[config.mk]
export PLATFORM = sky130hd
export DESIGN_NAME = csa_pipe_flat
export DESIGN_NICKNAME = d
export VERILOG_FILES = /design/src/rtl/csa_pipe_if.sv /design/src/rtl/csa_pipe.sv /design/src/flat_wrapper.sv
export SDC_FILE = /design/constraint.sdc
export NUM_CORES = 1
export LEC_CHECK = 0
export ABC_AREA = 1
export CORE_ASPECT_RATIO = 0.8
export CORE_MARGIN = 2
export CORE_UTILIZATION = 55
export DETAILED_ROUTE_END_ITERATION = 7
export HOLD_SLACK_MARGIN = 0.05
export PLACE_DENSITY = 0.78
export REMOVE_ABC_BUFFERS = 1
export SYNTH_ARGS = -nofsm -noshare
export SYNTH_HDL_FRONTEND = slang
export SYNTH_SLANG_ARGS = --single-unit
[constraint.sdc]
create_clock -name clk -period 8.3 [get_ports clk]
set_clock_uncertainty 0.1 [all_clocks]
set_input_delay 1.66 -clock clk [delete_from_list [all_inputs] [get_ports clk]]
set_output_delay 1.66 -clock clk [all_outputs]
set_load 0.1 [all_outputs]
[src/rtl/csa_pipe_if.sv]
// csa_pipe_if: operand/result handshake bundle for csa_pipe.
// master = upstream/downstream environment, slave = the adder pipeline.
// Optional: CSA_OVF_EN adds the signed-overflow flag ovf.
interface csa_pipe_if #(
    parameter int WIDTH = 16
);
    logic             in_valid;
    logic             in_ready;
    logic [WIDTH-1:0] a;
    logic [WIDTH-1:0] b;
    logic             cin;
    logic             op_sub;
    logic             out_valid;
    logic             out_ready;
    logic [WIDTH-1:0] sum;
    logic             cout;
`ifdef CSA_OVF_EN
    logic             ovf;
`endif

    modport master (
        output in_valid, a, b, cin, op_sub, out_ready,
`ifdef CSA_OVF_EN
        input  ovf,
`endif
        input  in_ready, out_valid, sum, cout
    );

    modport slave (
        input  in_valid, a, b, cin, op_sub, out_ready,
`ifdef CSA_OVF_EN
        output ovf,
`endif
        output in_ready, out_valid, sum, cout
    );
endinterface

[src/rtl/csa_pipe.sv]
// csa_pipe: pipelined carry-select adder/subtractor.
// Operands are captured (b / carry-in inverted for subtract), then each
// SEG-bit segment is resolved by its own stage using the carry registered
// by the stage below. Valid/ready handshake with full-pipeline stall.
// Optional: CSA_OVF_EN adds a two's-complement overflow output (bus.ovf).
module csa_pipe #(
    parameter int WIDTH = 16,
    parameter int SEG   = 4
) (
    input logic       clk,
    input logic       rst_n,
    csa_pipe_if.slave bus
);
    localparam int STAGES = (SEG >= 1) ? (WIDTH / SEG) : 1;

    generate
        if (SEG < 1) begin : g_bad_seg
            $error("csa_pipe: SEG must be at least 1");
        end else if ((WIDTH % SEG) != 0) begin : g_bad_width
            $error("csa_pipe: WIDTH must be a multiple of SEG");
        end
    endgenerate

    // Entry k holds the transaction about to have segment k resolved:
    // skewed operands, carry into segment k, and the lower result segments.
    logic [WIDTH-1:0]  opa  [STAGES];
    logic [WIDTH-1:0]  opb  [STAGES];
    logic [WIDTH-1:0]  part [STAGES];
    logic [STAGES-1:0] cy;
    logic [STAGES-1:0] vld;

    // Per-segment carry-select results.
    logic [SEG:0]      r0       [STAGES];
    logic [SEG:0]      r1       [STAGES];
    logic [WIDTH-1:0]  nxt_part [STAGES];
    logic [STAGES-1:0] sel_cy;

    // Output register.
    logic              out_v;
    logic [WIDTH-1:0]  sum_q;
    logic              cout_q;
`ifdef CSA_OVF_EN
    logic              ovf_q;
`endif

    logic              adv;

    assign adv           = !out_v || bus.out_ready;
    assign bus.in_ready  = adv;
    assign bus.out_valid = out_v;
    assign bus.sum       = sum_q;
    assign bus.cout      = cout_q;
`ifdef CSA_OVF_EN
    assign bus.ovf       = ovf_q;
`endif

    // Each segment precomputes both carry-in outcomes; the incoming carry picks one.
    // NOTE: every output of this block is assigned on every pass, so no latch is inferred.
    always_comb begin
        for (int k = 0; k < STAGES; k++) begin
            r0[k]       = {1'b0, opa[k][k*SEG +: SEG]} + {1'b0, opb[k][k*SEG +: SEG]};
            r1[k]       = {1'b0, opa[k][k*SEG +: SEG]} + {1'b0, opb[k][k*SEG +: SEG]}
                          + {{SEG{1'b0}}, 1'b1};
            sel_cy[k]   = cy[k] ? r1[k][SEG] : r0[k][SEG];
            nxt_part[k] = part[k];
            nxt_part[k][k*SEG +: SEG] = cy[k] ? r1[k][SEG-1:0] : r0[k][SEG-1:0];
        end
    end

    // Control path: valid bits and the visible result, cleared by reset, frozen on stall.
    // NOTE: sequential state uses non-blocking assignments so all stages update from pre-edge values.
    always_ff @(posedge clk) begin
        if (!rst_n) begin
            vld    <= '0;
            out_v  <= 1'b0;
            sum_q  <= '0;
            cout_q <= 1'b0;
`ifdef CSA_OVF_EN
            ovf_q  <= 1'b0;
`endif
        end else if (adv) begin
            vld[0] <= bus.in_valid;
            for (int k = 1; k < STAGES; k++) begin
                vld[k] <= vld[k-1];
            end
            out_v <= vld[STAGES-1];
            if (vld[STAGES-1]) begin
                sum_q  <= nxt_part[STAGES-1];
                cout_q <= sel_cy[STAGES-1];
`ifdef CSA_OVF_EN
                ovf_q  <= (opa[STAGES-1][WIDTH-1] == opb[STAGES-1][WIDTH-1]) &&
                          (nxt_part[STAGES-1][WIDTH-1] != opa[STAGES-1][WIDTH-1]);
`endif
            end
        end
    end

    // Data path: operand capture and per-stage skew/result registers.
    // NOTE: these registers are not reset; their contents only matter under a set valid bit.
    always_ff @(posedge clk) begin
        if (adv) begin
            if (bus.in_valid) begin
                opa[0]  <= bus.a;
                opb[0]  <= bus.op_sub ? ~bus.b : bus.b;
                cy[0]   <= bus.op_sub ^ bus.cin;
                part[0] <= '0;
            end
            for (int k = 1; k < STAGES; k++) begin
                opa[k]  <= opa[k-1];
                opb[k]  <= opb[k-1];
                cy[k]   <= sel_cy[k-1];
                part[k] <= nxt_part[k-1];
            end
        end
    end
endmodule

[src/flat_wrapper.sv]
// flat-port wrapper written by rule: the top's interface ports become plain ports
module csa_pipe_flat 
#(
    parameter int WIDTH = 16,
    parameter int SEG   = 4
)
  (clk, rst_n, bus_in_valid, bus_a, bus_b, bus_cin, bus_op_sub, bus_out_ready, bus_in_ready, bus_out_valid, bus_sum, bus_cout);
  csa_pipe_if #(.WIDTH(WIDTH)) bus_i ();
  input logic clk;
  input logic rst_n;
  input wire logic [$bits(bus_i.in_valid)-1:0] bus_in_valid;
  input wire logic [$bits(bus_i.a)-1:0] bus_a;
  input wire logic [$bits(bus_i.b)-1:0] bus_b;
  input wire logic [$bits(bus_i.cin)-1:0] bus_cin;
  input wire logic [$bits(bus_i.op_sub)-1:0] bus_op_sub;
  input wire logic [$bits(bus_i.out_ready)-1:0] bus_out_ready;
  output wire logic [$bits(bus_i.in_ready)-1:0] bus_in_ready;
  output wire logic [$bits(bus_i.out_valid)-1:0] bus_out_valid;
  output wire logic [$bits(bus_i.sum)-1:0] bus_sum;
  output wire logic [$bits(bus_i.cout)-1:0] bus_cout;
  assign bus_i.in_valid = bus_in_valid;
  assign bus_i.a = bus_a;
  assign bus_i.b = bus_b;
  assign bus_i.cin = bus_cin;
  assign bus_i.op_sub = bus_op_sub;
  assign bus_i.out_ready = bus_out_ready;
  assign bus_in_ready = bus_i.in_ready;
  assign bus_out_valid = bus_i.out_valid;
  assign bus_sum = bus_i.sum;
  assign bus_cout = bus_i.cout;
  csa_pipe #(.WIDTH(WIDTH), .SEG(SEG)) u_core (.clk(clk), .rst_n(rst_n), .bus(bus_i));
endmodule
# Word level (Yosys, flattened, before mapping)
# Memory sizes are Yosys's and may differ from the RTL's. A register that Yosys moved wholly into a read port is not among the register bits.
# Index checks and enable logic that the tools add are counted.
dict set report totals {
  n_memories 3
  mem_bits_rw 192
  ff_bits 26
  out_inout_bits 19
  latchBits 0
  romBits 0
}
dict set report op_classes {
  bitwise 2
  n_mux 14
  mul 0
  n_lt_le_gt_ge 0
  shifts 0
  div 0
  add_sub_neg 8
  eq_ne 0
  reduce_logical 5
}
# memory words word_bits rd rd_clocked_by_memory_dff write_ports line_no
set memory_table {}
lappend memory_table {u_core.opa 4 16 4 0 4 csa_pipe.sv:26} ;# logic [WIDTH-1:0] opa [STAGES];
lappend memory_table {u_core.opb 4 16 4 0 4 csa_pipe.sv:27} ;# logic [WIDTH-1:0] opb [STAGES];
lappend memory_table {u_core.part 4 16 4 1 4 csa_pipe.sv:28} ;# logic [WIDTH-1:0] part [STAGES];
# operator count
set op_table {}
lappend op_table {{$add A4 B4 Y5} 4}
lappend op_table {{$add A5 B1 Y5 const B} 4}
lappend op_table {{$mux W16} 1}
lappend op_table {{$mux W4} 4}
lappend op_table {{$not A16 Y16} 1}
lappend op_table {{$mux W1} 9}
lappend op_table {{$reduce_and A2 Y1} 2}
lappend op_table {{$logic_not A1 Y1} 2}
lappend op_table {{$logic_or A1 B1 Y1} 1}
lappend op_table {{$xor A1 B1 Y1} 1}

# Longest topological paths before layout
# Gate-level depths: netlist of run 1.
dict set report depth {
  word_depth 4
  depth_mapped 11
  depth_no_buf 11
}

# Worst setup path before layout of run 1
# OpenSTA, ideal clock, no wires.
dict set report synth_timing {
  path_type {input -> output}
  startpoint {in bus_out_ready}
  endpoint {out bus_in_ready}
  t_required_ns 6.540
  arrival_time_ns 3.797
  cell_stages 2
  setup_slack_ns 2.743
  path_cell_list {nor2_4 -> inv_1}
}
dict set report synth_between {
  elab_chain_cells 1
}
# element line_no
set synth_lines {}
lappend synth_lines {{start, declared} flat_wrapper.sv:16} ;# input wire logic [$bits(bus_i.out_ready)-1:0] bus_out_ready;
lappend synth_lines {{$logic_or A1 B1 Y1} csa_pipe.sv:48} ;# assign adv = !out_v || bus.out_ready;
lappend synth_lines {{end, declared} flat_wrapper.sv:17} ;# output wire logic [$bits(bus_i.in_ready)-1:0] bus_in_ready;
# No other way between the ends.

# Worst setup path in the final report of run 1
# Same ends and word-level chain as after synthesis.

==> results of run 1 <==
==> flip-flops by register name, indices dropped and copies added, names as in the netlist <==
register              count
u_core.opa               40
u_core.opb               40
u_core.part              24
u_core.bus.sum           16
u_core.cy                 4
u_core.vld                4
u_core.bus.cout           1
u_core.bus.out_valid      1
==> final timing paths <==
| kind | depth (start not counted) | end |
|---|---|---|
| worst min-delay path | 0 | u_core.opb[1][11] |
| worst min register to register | 0 | u_core.opb[1][11] |
| worst max-delay path | 4 | bus_in_ready |
| worst max register to register | 7 | u_core.opa[0][8] |
==> worst max-delay path, stage by stage <==
cell,delay [ns]
clkdlybuf4s50_1,0.51
nor2_4,0.09
inv_2,0.07
clkdlybuf4s50_1,1.15
==> cell families (layout without fill, tap and decap cells) <==
logic type      after synthesis  in the layout  share of synthesized area
compound gates               30             30                     0.0295
xor+xnor                     30             30                     0.0517
fa+ha+maj                    24             24                     0.0650
buf+inv                      36            120                     0.0310
flops                       130            130                      0.725
mux                           3              3                    0.00665
simple gates                111            111                     0.0913
==> power by group through the flow <==
| stage | Combinational, mW | Clock [mW] | Sequential [mW] |
|---|---|---|---|
| after floorplan | 0.102 | 0 | 0.857 |
| after global placement | 0.167 | 0 | 0.838 |
| after detailed placement | 0.174 | 0 | 0.843 |
| after CTS | 0.177 | 0.666 | 0.831 |
| after global routing | 0.197 | 0.698 | 0.838 |
| final | 0.175 | 0.655 | 0.830 |
==> final cells by class <==
| type | count | share of cell area |
|---|---|---|
| clock buffers | 18 | 0.0683 |
| clock inverters | 14 | 0.0155 |
| inverters | 30 | 0.0179 |
| multi-input cells | 198 | 0.198 |
| flip-flops and latches | 130 | 0.586 |
| well taps | 115 | 0.0229 |
| repair buffers | 58 | 0.0916 |
==> per-stage QoR <==
stage	power [mW]	util	setup WS, ns	area, sq um	std cells
global route	1.73	0.698	2.99	6280	563
floorplan	0.959	-	2.74	5040	358
global placement	1.00	0.640	3.03	5760	531
detailed placement	1.02	0.640	3.03	5760	531
CTS	1.67	0.698	3.02	6280	563
finish	1.66	0.698	3.04	6280	563
==> routing by layer <==
layer	vias to the layer above	wire length (um)	global-route usage
met3	14	340	0.0593
met4	0	133	0.0669
met1	1333	3290	0.201
met2	64	3880	0.279
li1	1400	-	-
met5	-	0	0
==> placed cells by master, fill, tap and decap left out <==
master,instances
edfxtp_1,108
clkdlybuf4s50_1,56
nand2_1,50
nor2_1,43
inv_1,28
dfxtp_1,22
xor2_1,20
ha_1,20
o21ai_0,17
clkbuf_16,17
a21oi_1,12
xnor2_1,10
nand3_1,8
clkinv_2,5
clkinv_1,5
fa_1,4
mux2_2,3
nand3b_1,3
nor2_4,2
inv_2,2
nand4_1,2
clkinvlp_4,2
buf_4,2
nand2_2,1
nor3_1,1
nor2_2,1
o21ai_1,1
clkbuf_1,1
bufinv_16,1
clkinv_4,1
==> summary.txt, run 1 <==
Status
  – Outcome: finished clean

Logic synthesis
  – Mean cell area of the mapped netlist: 14.0 sq um
  – Proportion of synthesized chip area in sequential cells: 0.725
  – Netlist cell types: 24
  – Number of enable-type register cells in the synthesized netlist: 108
  – Cell accounting for the most synthesized area: edfxtp_1
  – Post-synthesis instance area: 5080 sq um
  – Number of synthesized register bits: 130
  – Cell types occupying the most area after synthesis: edfxtp_1 64%, dfxtp_1 8.7%, ha_1 4.9%, nand2_1 3.7%, xor2_1 3.4%
  – Yosys warnings: 0
  – Area share of the largest cell type after synthesis: 0.638
  – Async set-reset flop share out of synthesis: 0
  – Gate Count Post-Synth: 364
  – Synth top cells by count: 108 x edfxtp_1, 50 x nand2_1, 43 x nor2_1
  – Most instantiated flip-flop cell in the synthesis netlist: edfxtp_1
  – Cell with the most instances after synthesis: edfxtp_1

Timing
  – Tightest Pin Transition: 1.01 ns
  – Number of setup violations in the final report: 0
  – Final Slew Violations: 0
  – Post-route clock period utilization: 0.633
  – Relative slew margins: 0.324
  – Total Neg Setup Slack: 0 ns
  – Maximum operating frequency: 0.190 GHz
  – Clock period minus final worst setup slack: 5.26 ns
  – Unrepaired setup endpoints after global routing: no
  – Number of failing hold endpoints at the final stage: 0
  – Final hold slack: 0.315 ns

Floorplanning
  – Die area: 10000 sq um
  – Die height: 90.0 um
  – Core region area: 9000 sq um
  – Die width: 111 um
  – Starting utilization of the core area: 0.565
  – Standard-cell row count: 31
  – Top-level port count: 57

Power and ir drop
  – Net Sw Frac: 0.229
  – Power per standard cell area: 264 nW/um^2
  – Fraction of power consumed by combinational cells: 0.105
  – Maximum VDD drop: 0.000141 V
  – Clock group share of total power: 0.395
  – Pint: 1.28 mW
  – Switching power summed over all nets: 0.381 mW
  – Static leakage power: 2.53 nW
  – Part of the power in registers: 0.500

Final layout
  – Sequential standard cell area: 3680 sq um
  – Share of post-route cells with drive strength above 1: 0.0826
  – Area taken by multi-input logic gates: 1240 sq um
  – Number of inserted filler cells in the final layout: 625
  – Number of diodes: 0
  – Area growth, synth to finish: 23.6%
  – Fin nets: 497

Clock network
  – Worst-path clk slew: 0.05 ns
  – Maximum level of the CTS H-tree: 4
  – Number of buffers added to fix hold violations after cts: 0
  – CTS sink count: 130
  – Max Buffers Root-to-Sink: 2
  – TritonCTS clock tree: done
  – Total CTS buffers: 17
  – CTS resizes: 0
  – CTS root buffer: clkbuf_16
  – Latest clock arrival within the worst-skew pair: 0.41 ns
  – Post-CTS Setup Inserts: 0

Detailed routing
  – Drt pass-1 iters: 5
  – Total number of vias: 2811
  – Vias per inst: 4.99
  – Number of DRC markers in iteration 0: 121
  – Routed wire length per instance: 13.6 um
  – Antenna violation net count after detailed routing: 0
  – Final wirelength: 7640 um
  – DRC violations left: 0

Global route
  – First-pass GRT wire length: 13000 um
  – Largest net degree at the start of global routing: 80
  – Initial antenna violation count: 0
  – Via count of the first global-routing pass: 2865
  – GRT Residual Overflow: 0
  – Global routing usage summed across all routing layers: 0.168

Hold path
  – Startpoint of the worst hold path: u_core.opb[0][11]
  – Class of the tightest hold or removal check: reg2reg

Place
  – Final weighted congestion in routability-driven placement: 0.773
  – Port Buffers: 56
  – Half-perimeter wire length of the detailed placement result: 4730 um

Setup path
  – Critical path launch point: bus_out_ready
  – Endpoint arrival time on the critical path: 3.50 ns
  – Flop2flop setup slack: 5.87 ns
  – Category of the most critical setup path: in2out
  – Peak fanout along the critical path: 7
  – RR Startpoint: u_core.bus.out_valid
  – CP Capture Type: primary output
  – Element type at the critical path start: input pin
  – Req. time, crit path: 6.54 ns

Run
  – Max-capacitance violation count: 0
Note: power is estimated with default switching activity, not from simulation.
==> run 2, diff against run 1 <==
--- a/config.mk
+++ b/config.mk
@@ -8,10 +8,10 @@
 export ABC_AREA = 1
 export CORE_ASPECT_RATIO = 0.8
 export CORE_MARGIN = 2
-export CORE_UTILIZATION = 55
+export CORE_UTILIZATION = 50
 export DETAILED_ROUTE_END_ITERATION = 7
 export HOLD_SLACK_MARGIN = 0.05
-export PLACE_DENSITY = 0.78
+export PLACE_DENSITY = 0.75
 export REMOVE_ABC_BUFFERS = 1
 export SYNTH_ARGS = -nofsm -noshare
 export SYNTH_HDL_FRONTEND = slang
==> constraint.sdc (replaced) <==
create_clock -name clk -period 4.7 [get_ports clk]
set_clock_uncertainty 0.1 [all_clocks]
set_input_delay 0.94 -clock clk [delete_from_list [all_inputs] [get_ports clk]]
set_output_delay 0.94 -clock clk [all_outputs]
set_load 0.1 [all_outputs]
==> summary.txt, run 2 (synthesis gave the netlist of run 1 again) <==
Clock network
  – TritonCTS clock tree: done
  – CTS sink count: 130 (unchanged)
  – Worst-path clk slew: 0.05 ns (about the same)
  – Number of buffers added to fix hold violations after cts: 0 (unchanged)
  – Maximum level of the CTS H-tree: 4 (unchanged)
  – CTS root buffer: clkbuf_16
  – Max Buffers Root-to-Sink: 2 (unchanged)
  – Latest clock arrival within the worst-skew pair: 0.41 ns (about the same)
  – Post-CTS Setup Inserts: 0 (unchanged)
  – CTS resizes: 0 (unchanged)
  – Total CTS buffers: 17 (unchanged)

Setup path
  – Category of the most critical setup path: in2out
  – Peak fanout along the critical path: 27 (+20)
  – Flop2flop setup slack: 2.57 ns (-3.30 ns)
  – RR Endpoint: u_core.bus.cout
  – CP Capture Type: primary output
  – Element type at the critical path start: input pin
  – Req. time, crit path: 3.66 ns (-2.88 ns)
  – RR Startpoint: u_core.opb[3][12]
  – Cell count of the worst reg-to-reg path: 10 (+3)
  – Endpoint arrival time on the critical path: 2.36 ns (-1.14 ns)

Final layout
  – Final core utilization: 0.647 (-0.0515)
  – Area growth, synth to finish: 24.3%
  – Top Registers: u_core.opa x40, u_core.opb x40, u_core.part x24
  – Post-Layout Inst Area: 6320 sq um (+0.56%)
  – Number of inserted filler cells in the final layout: 743 (+19%)
  – Leading cell types in the layout, fill and taps excluded: 108 x edfxtp_1, 55 x clkdlybuf4s50_1, 50 x nand2_1
  – Share of post-route cells with drive strength above 1: 0.0759 (-0.00670)
  – Fin nets: 497 (unchanged)
  – Area taken by multi-input logic gates: 1240 sq um (unchanged)
  – Leading cell type in the layout, fill and taps excluded: edfxtp_1
  – Number of diodes: 0 (unchanged)
  – Sequential standard cell area: 3680 sq um (unchanged)

Place
  – Final weighted congestion in routability-driven placement: 0.697 (-9.9%)
  – Port Buffers: 56 (unchanged)
  – Area of placed instances: 5780 sq um (+0.41%)
  – Half-perimeter wire length of the detailed placement result: 4770 um (+0.71%)

Timing
  – Post-route clock period utilization: 0.723
  – Final hold slack: 0.315 ns (-0.000814 ns)
  – Unrepaired setup endpoints after global routing: no
  – Total Neg Setup Slack: 0 ns (unchanged)
  – Maximum operating frequency: 0.294 GHz
  – Relative slew margins: 0.346 (+0.0217)
  – Number of failing hold endpoints at the final stage: 0 (unchanged)
  – Number of setup violations in the final report: 0 (unchanged)
  – Final Slew Violations: 0 (unchanged)
  – Clock period minus final worst setup slack: 3.40 ns
  – Tightest Pin Transition: 0.979 ns (-0.0324 ns)

Detailed routing
  – Antenna violation net count after detailed routing: 0 (unchanged)
  – Number of DRC markers in iteration 0: 169 (+40%)
  – Vias per inst: 4.70 (-5.8%)
  – DRC violations left: 0 (unchanged)
  – Total number of vias: 2747 (-2.3%)
  – Routed wire length per instance: 12.9 um (-4.8%)
  – Final wirelength: 7540 um (-1.3%)
  – Drt pass-1 iters: 4 (-1)

Floorplanning
  – Die width: 117 um (+4.7%)
  – Starting utilization of the core area: 0.520 (-0.0446)
  – Die height: 94.2 um (+4.7%)
  – Core region area: 9770 sq um (+8.6%)
  – Standard-cell row count: 32 (+3.2%)
  – Die area: 11000 sq um (+9.6%)
  – Top-level port count: 57 (unchanged)

Hold path
  – Class of the tightest hold or removal check: reg2reg
  – Endpoint of the worst hold path: u_core.opb[1][10]
  – Startpoint of the worst hold path: u_core.opb[0][10]
  – Number of instances on the worst hold path: 0 (unchanged)

Global route
  – GRT Residual Overflow: 0 (unchanged)
  – Global routing usage summed across all routing layers: 0.158 (-0.00981)
  – Via count of the first global-routing pass: 2805 (-2.1%)
  – Initial antenna violation count: 0 (unchanged)
  – First-pass GRT wire length: 12600 um (-2.8%)
  – Largest net degree at the start of global routing: 55 (-31%)

Status
  – Outcome: finished clean

Power and ir drop
  – Power per standard cell area: 470 nW/um^2 (+78%)
  – Static leakage power: 2.53 nW (+0.22%)
  – Overall power: 2.97 mW (+79%)
  – Maximum VDD drop: 0.000289 V (+100%)

Run
  – Max-capacitance violation count: 0 (unchanged)
[run 2: layout make-up]
class                           instances  area share
Sequential cell                       130       0.583
Inverter                               30      0.0178
Clock inverter                          8      0.0137
Clock buffer                           24      0.0715
Multi-Input combinational cell        198       0.196
Timing Repair Buffer                   58      0.0907
Tap cell                              136      0.0269
[run 2: critical path, stage by stage]
cell	delay, ns
clkdlybuf4s50_1	0.52
nor2_4	0.08
inv_2	0.41
buf_4	0.39
[run 2: metal layers]
| metal | track usage | routed length, um |
|---|---|---|
| met5 | 0 | 0 |
| met4 | 0.0784 | 151 |
| met3 | 0.0671 | 337 |
| met2 | 0.262 | 3810 |
| met1 | 0.174 | 3240 |
[run 2: power by group]
group          leakage (nW)  switching (mW)  internal, mW  total [mW]
Clock                 0.262           0.425         0.771        1.20
Sequential             1.29          0.0508          1.42        1.47
Combinational         0.979           0.176         0.131       0.307
[run 2: worst max-delay path by stage]
stage / startpoint / to / slack (ns)
floorplan: bus_out_ready / u_core.cy[0] / 0.14
global placement: bus_out_ready / bus_in_ready / 1.29
detailed placement: bus_out_ready / bus_in_ready / 1.28
CTS: bus_out_ready / bus_in_ready / 1.27
global route: bus_out_ready / bus_in_ready / 1.23
finish: bus_out_ready / bus_in_ready / 1.30
[run 2: through the flow]
stage	setup slack, ns	cells
2_1_floorplan	0.140	358
4_1_cts	1.27	584
5_1_grt	1.23	584
6_report	1.30	584
3_5_place_dp	1.28	552
3_3_place_gp	1.29	552
==> run 3, diff against run 2 <==
==> constraint.sdc (replaced) <==
create_clock -name clk -period 2.9 [get_ports clk]
set_clock_uncertainty 0.1 [all_clocks]
set_input_delay 0.58 -clock clk [delete_from_list [all_inputs] [get_ports clk]]
set_output_delay 0.58 -clock clk [all_outputs]
set_load 0.1 [all_outputs]
==> summary.txt, run 3 (synthesis gave the netlist of run 1 again) <==
Floorplanning
  – Top-level port count: 57 (unchanged)
  – Core region area: 9770 sq um (unchanged)
  – Starting utilization of the core area: 0.520 (unchanged)
  – Die width: 117 um (unchanged)
  – Die height: 94.2 um (unchanged)
  – Die area: 11000 sq um (unchanged)
  – Standard-cell row count: 32 (unchanged)

Global route
  – Global routing usage summed across all routing layers: 0.159 (+0.000797)
  – Via count of the first global-routing pass: 2753 (-1.9%)
  – Largest net degree at the start of global routing: 38 (-31%)
  – GRT Residual Overflow: 0 (unchanged)
  – First-pass GRT wire length: 12700 um (+0.44%)
  – Initial antenna violation count: 0 (unchanged)

Final layout
  – Leading cell type in the layout, fill and taps excluded: edfxtp_1
  – Area growth, synth to finish: 25.4%
  – Top Registers: u_core.opa x40, u_core.opb x40, u_core.part x24
  – Fin nets: 500 (+0.60%)
  – Number of diodes: 0 (unchanged)
  – Share of post-route cells with drive strength above 1: 0.140 (+0.0641)
  – Leading cell types in the layout, fill and taps excluded: 108 x edfxtp_1, 50 x nand2_1, 43 x nor2_1

Power and ir drop
  – Overall power: 4.98 mW (+68%)
  – Static leakage power: 2.61 nW (+3.1%)
  – Part of the power in registers: 0.478 (-0.016)
  – Power per standard cell area: 781 nW/um^2 (+66%)
  – Clock group share of total power: 0.419 (+0.017)
  – Maximum VDD drop: 0.000371 V (+28%)
  – Net Sw Frac: 0.227 (+0.00754)
  – Pint: 3.85 mW (+66%)
  – Switching power summed over all nets: 1.13 mW (+73%)
  – Fraction of power consumed by combinational cells: 0.102 (about the same)

Timing
  – Total Neg Setup Slack: 0 ns (unchanged)
  – Setup slack after layout: 0.638 ns (-0.663 ns)
  – Final Slew Violations: 0 (unchanged)
  – Number of setup violations in the final report: 0 (unchanged)
  – Relative slew margins: 0.647 (+0.301)
  – Number of failing hold endpoints at the final stage: 0 (unchanged)
  – Unrepaired setup endpoints after global routing: no
  – Maximum operating frequency: 0.442 GHz
  – Tightest Pin Transition: 0.528 ns (-0.451 ns)
  – Post-route clock period utilization: 0.780
  – Clock period minus final worst setup slack: 2.26 ns

Place
  – Half-perimeter wire length of the detailed placement result: 4990 um (+4.6%)
  – Final weighted congestion in routability-driven placement: 0.740 (+6.3%)
  – Port Buffers: 56 (unchanged)
  – Worst setup timing slack at the placement stage: 0.634 ns (-0.645 ns)

Detailed routing
  – DRC violations left: 0 (unchanged)
  – Routed wire length per instance: 13.3 um (+3.3%)
  – Number of DRC markers in iteration 0: 171 (+1.2%)
  – Total number of vias: 2804 (+2.1%)
  – Vias per inst: 4.78 (+1.7%)
  – Antenna violation net count after detailed routing: 0 (unchanged)
  – Drt pass-1 iters: 4 (unchanged)
  – Final wirelength: 7820 um (+3.7%)

Hold path
  – Class of the tightest hold or removal check: reg2reg
  – Endpoint of the worst hold path: u_core.opa[1][13]
  – Number of instances on the worst hold path: 0 (unchanged)
  – Startpoint of the worst hold path: u_core.opa[0][13]

Clock network
  – CTS sink count: 130 (unchanged)
  – Number of buffers added to fix hold violations after cts: 0 (unchanged)
  – Max Buffers Root-to-Sink: 2 (unchanged)
  – CTS resizes: 0 (unchanged)
  – Total CTS buffers: 17 (unchanged)
  – TritonCTS clock tree: done
  – Latest clock arrival within the worst-skew pair: 0.41 ns (about the same)
  – Maximum level of the CTS H-tree: 4 (unchanged)
  – CTS root buffer: clkbuf_16
  – Worst-path clk slew: 0.06 ns (about the same)
  – Post-CTS Setup Inserts: 0 (unchanged)

Run
  – Max-capacitance violation count: 0 (unchanged)

Status
  – Outcome: finished clean

Setup path
  – Critical path, cell by cell: clkdlybuf4s50_1, nor2_4, inv_2, buf_12
  – Crit path depth: 4 (unchanged)
  – CP Capture Type: primary output
  – RR Endpoint: u_core.bus.cout
  – Req. time, crit path: 2.22 ns (-1.44 ns)
  – Endpoint arrival time on the critical path: 1.58 ns (-0.78 ns)
  – Element type at the critical path start: input pin
  – Peak fanout along the critical path: 7 (-74%)
  – Max stage delay cell, worst path: clkdlybuf4s50_1
  – Category of the most critical setup path: in2out
  – Slowest Stage Delay on Critical Path: 0.45 ns (-0.07 ns)
  – Flop2flop setup slack: 0.75 ns (-1.82 ns)
  – Sum of buffers and inverters on the critical path: 3 (unchanged)
  – Cell count of the worst reg-to-reg path: 10 (unchanged)
  – Kind of cell adding the most delay to the critical path: buffers and inverters
  – RR Startpoint: u_core.opb[3][12]
[run 3: changes by cell type in the layout (fill, tap and decap cells not counted), sizes merged]
cell           change
clkbuf             -7
bufinv             +1
buf               +21
clkinv             +2
clkdlybuf4s50     -18
clkinvlp           +3
[run 3: worst max-delay path by stage]
| stage | from | end | slack [ns] |
|---|---|---|---|
| finish | bus_out_ready | bus_in_ready | 0.64 |
| global route | bus_out_ready | bus_in_ready | 0.59 |
| CTS | bus_out_ready | bus_in_ready | 0.62 |
| detailed placement | bus_out_ready | bus_in_ready | 0.63 |
| global placement | bus_out_ready | bus_in_ready | 0.66 |
| floorplan | u_core.bus.out_valid | u_core.cy[0] | -1.60 |
[run 3: worst register-to-register path, stage by stage (launching register included)]
cell      delay, ns
edfxtp_1       0.37
ha_1           0.25
fa_1           0.61
ha_1           0.16
nand2_1        0.09
nor2_2         0.16
nand3_1        0.09
nand2_1        0.07
nand3_1        0.06
nand2_1        0.07
inv_1          0.03
[run 3: routing by layer]
| metal | GRT usage | up-vias | wire, um |
|---|---|---|---|
| li1 | - | 1411 | - |
| met1 | 0.185 | 1316 | 3340 |
| met2 | 0.265 | 65 | 4030 |
| met3 | 0.0542 | 12 | 335 |
| met4 | 0.0716 | 0 | 111 |
| met5 | 0 | - | 0 |
[run 3: final cells by class]
cell class / instances / area, sq um
Clock buffer: 17 / 425
Clock inverter: 14 / 166
Fill cell: 721 / 3390
Inverter: 30 / 113
Multi-Input combinational cell: 198 / 1240
Sequential cell: 130 / 3680
Tap cell: 136 / 170
Timing Repair Buffer: 61 / 576
[run 3: stage by stage]
step                area (sq um)  utilization  instances  hold WS, ns
detailed placement          5780        0.592        555        0.305
global placement            5780        0.592        555        0.301
global route                6370        0.653        586        0.320
finish                      6370        0.653        586        0.315
floorplan                   5040            -        358        0.300
CTS                         6370        0.653        586        0.314
[run 3: power by group through the flow]
stage	Sequential (mW)	Clock (mW)	Combinational (mW)
global placement	2.40	0	0.482
finish	2.38	2.09	0.510
CTS	2.38	2.14	0.515
global route	2.40	2.23	0.572
detailed placement	2.42	0	0.502
floorplan	2.45	0	0.292
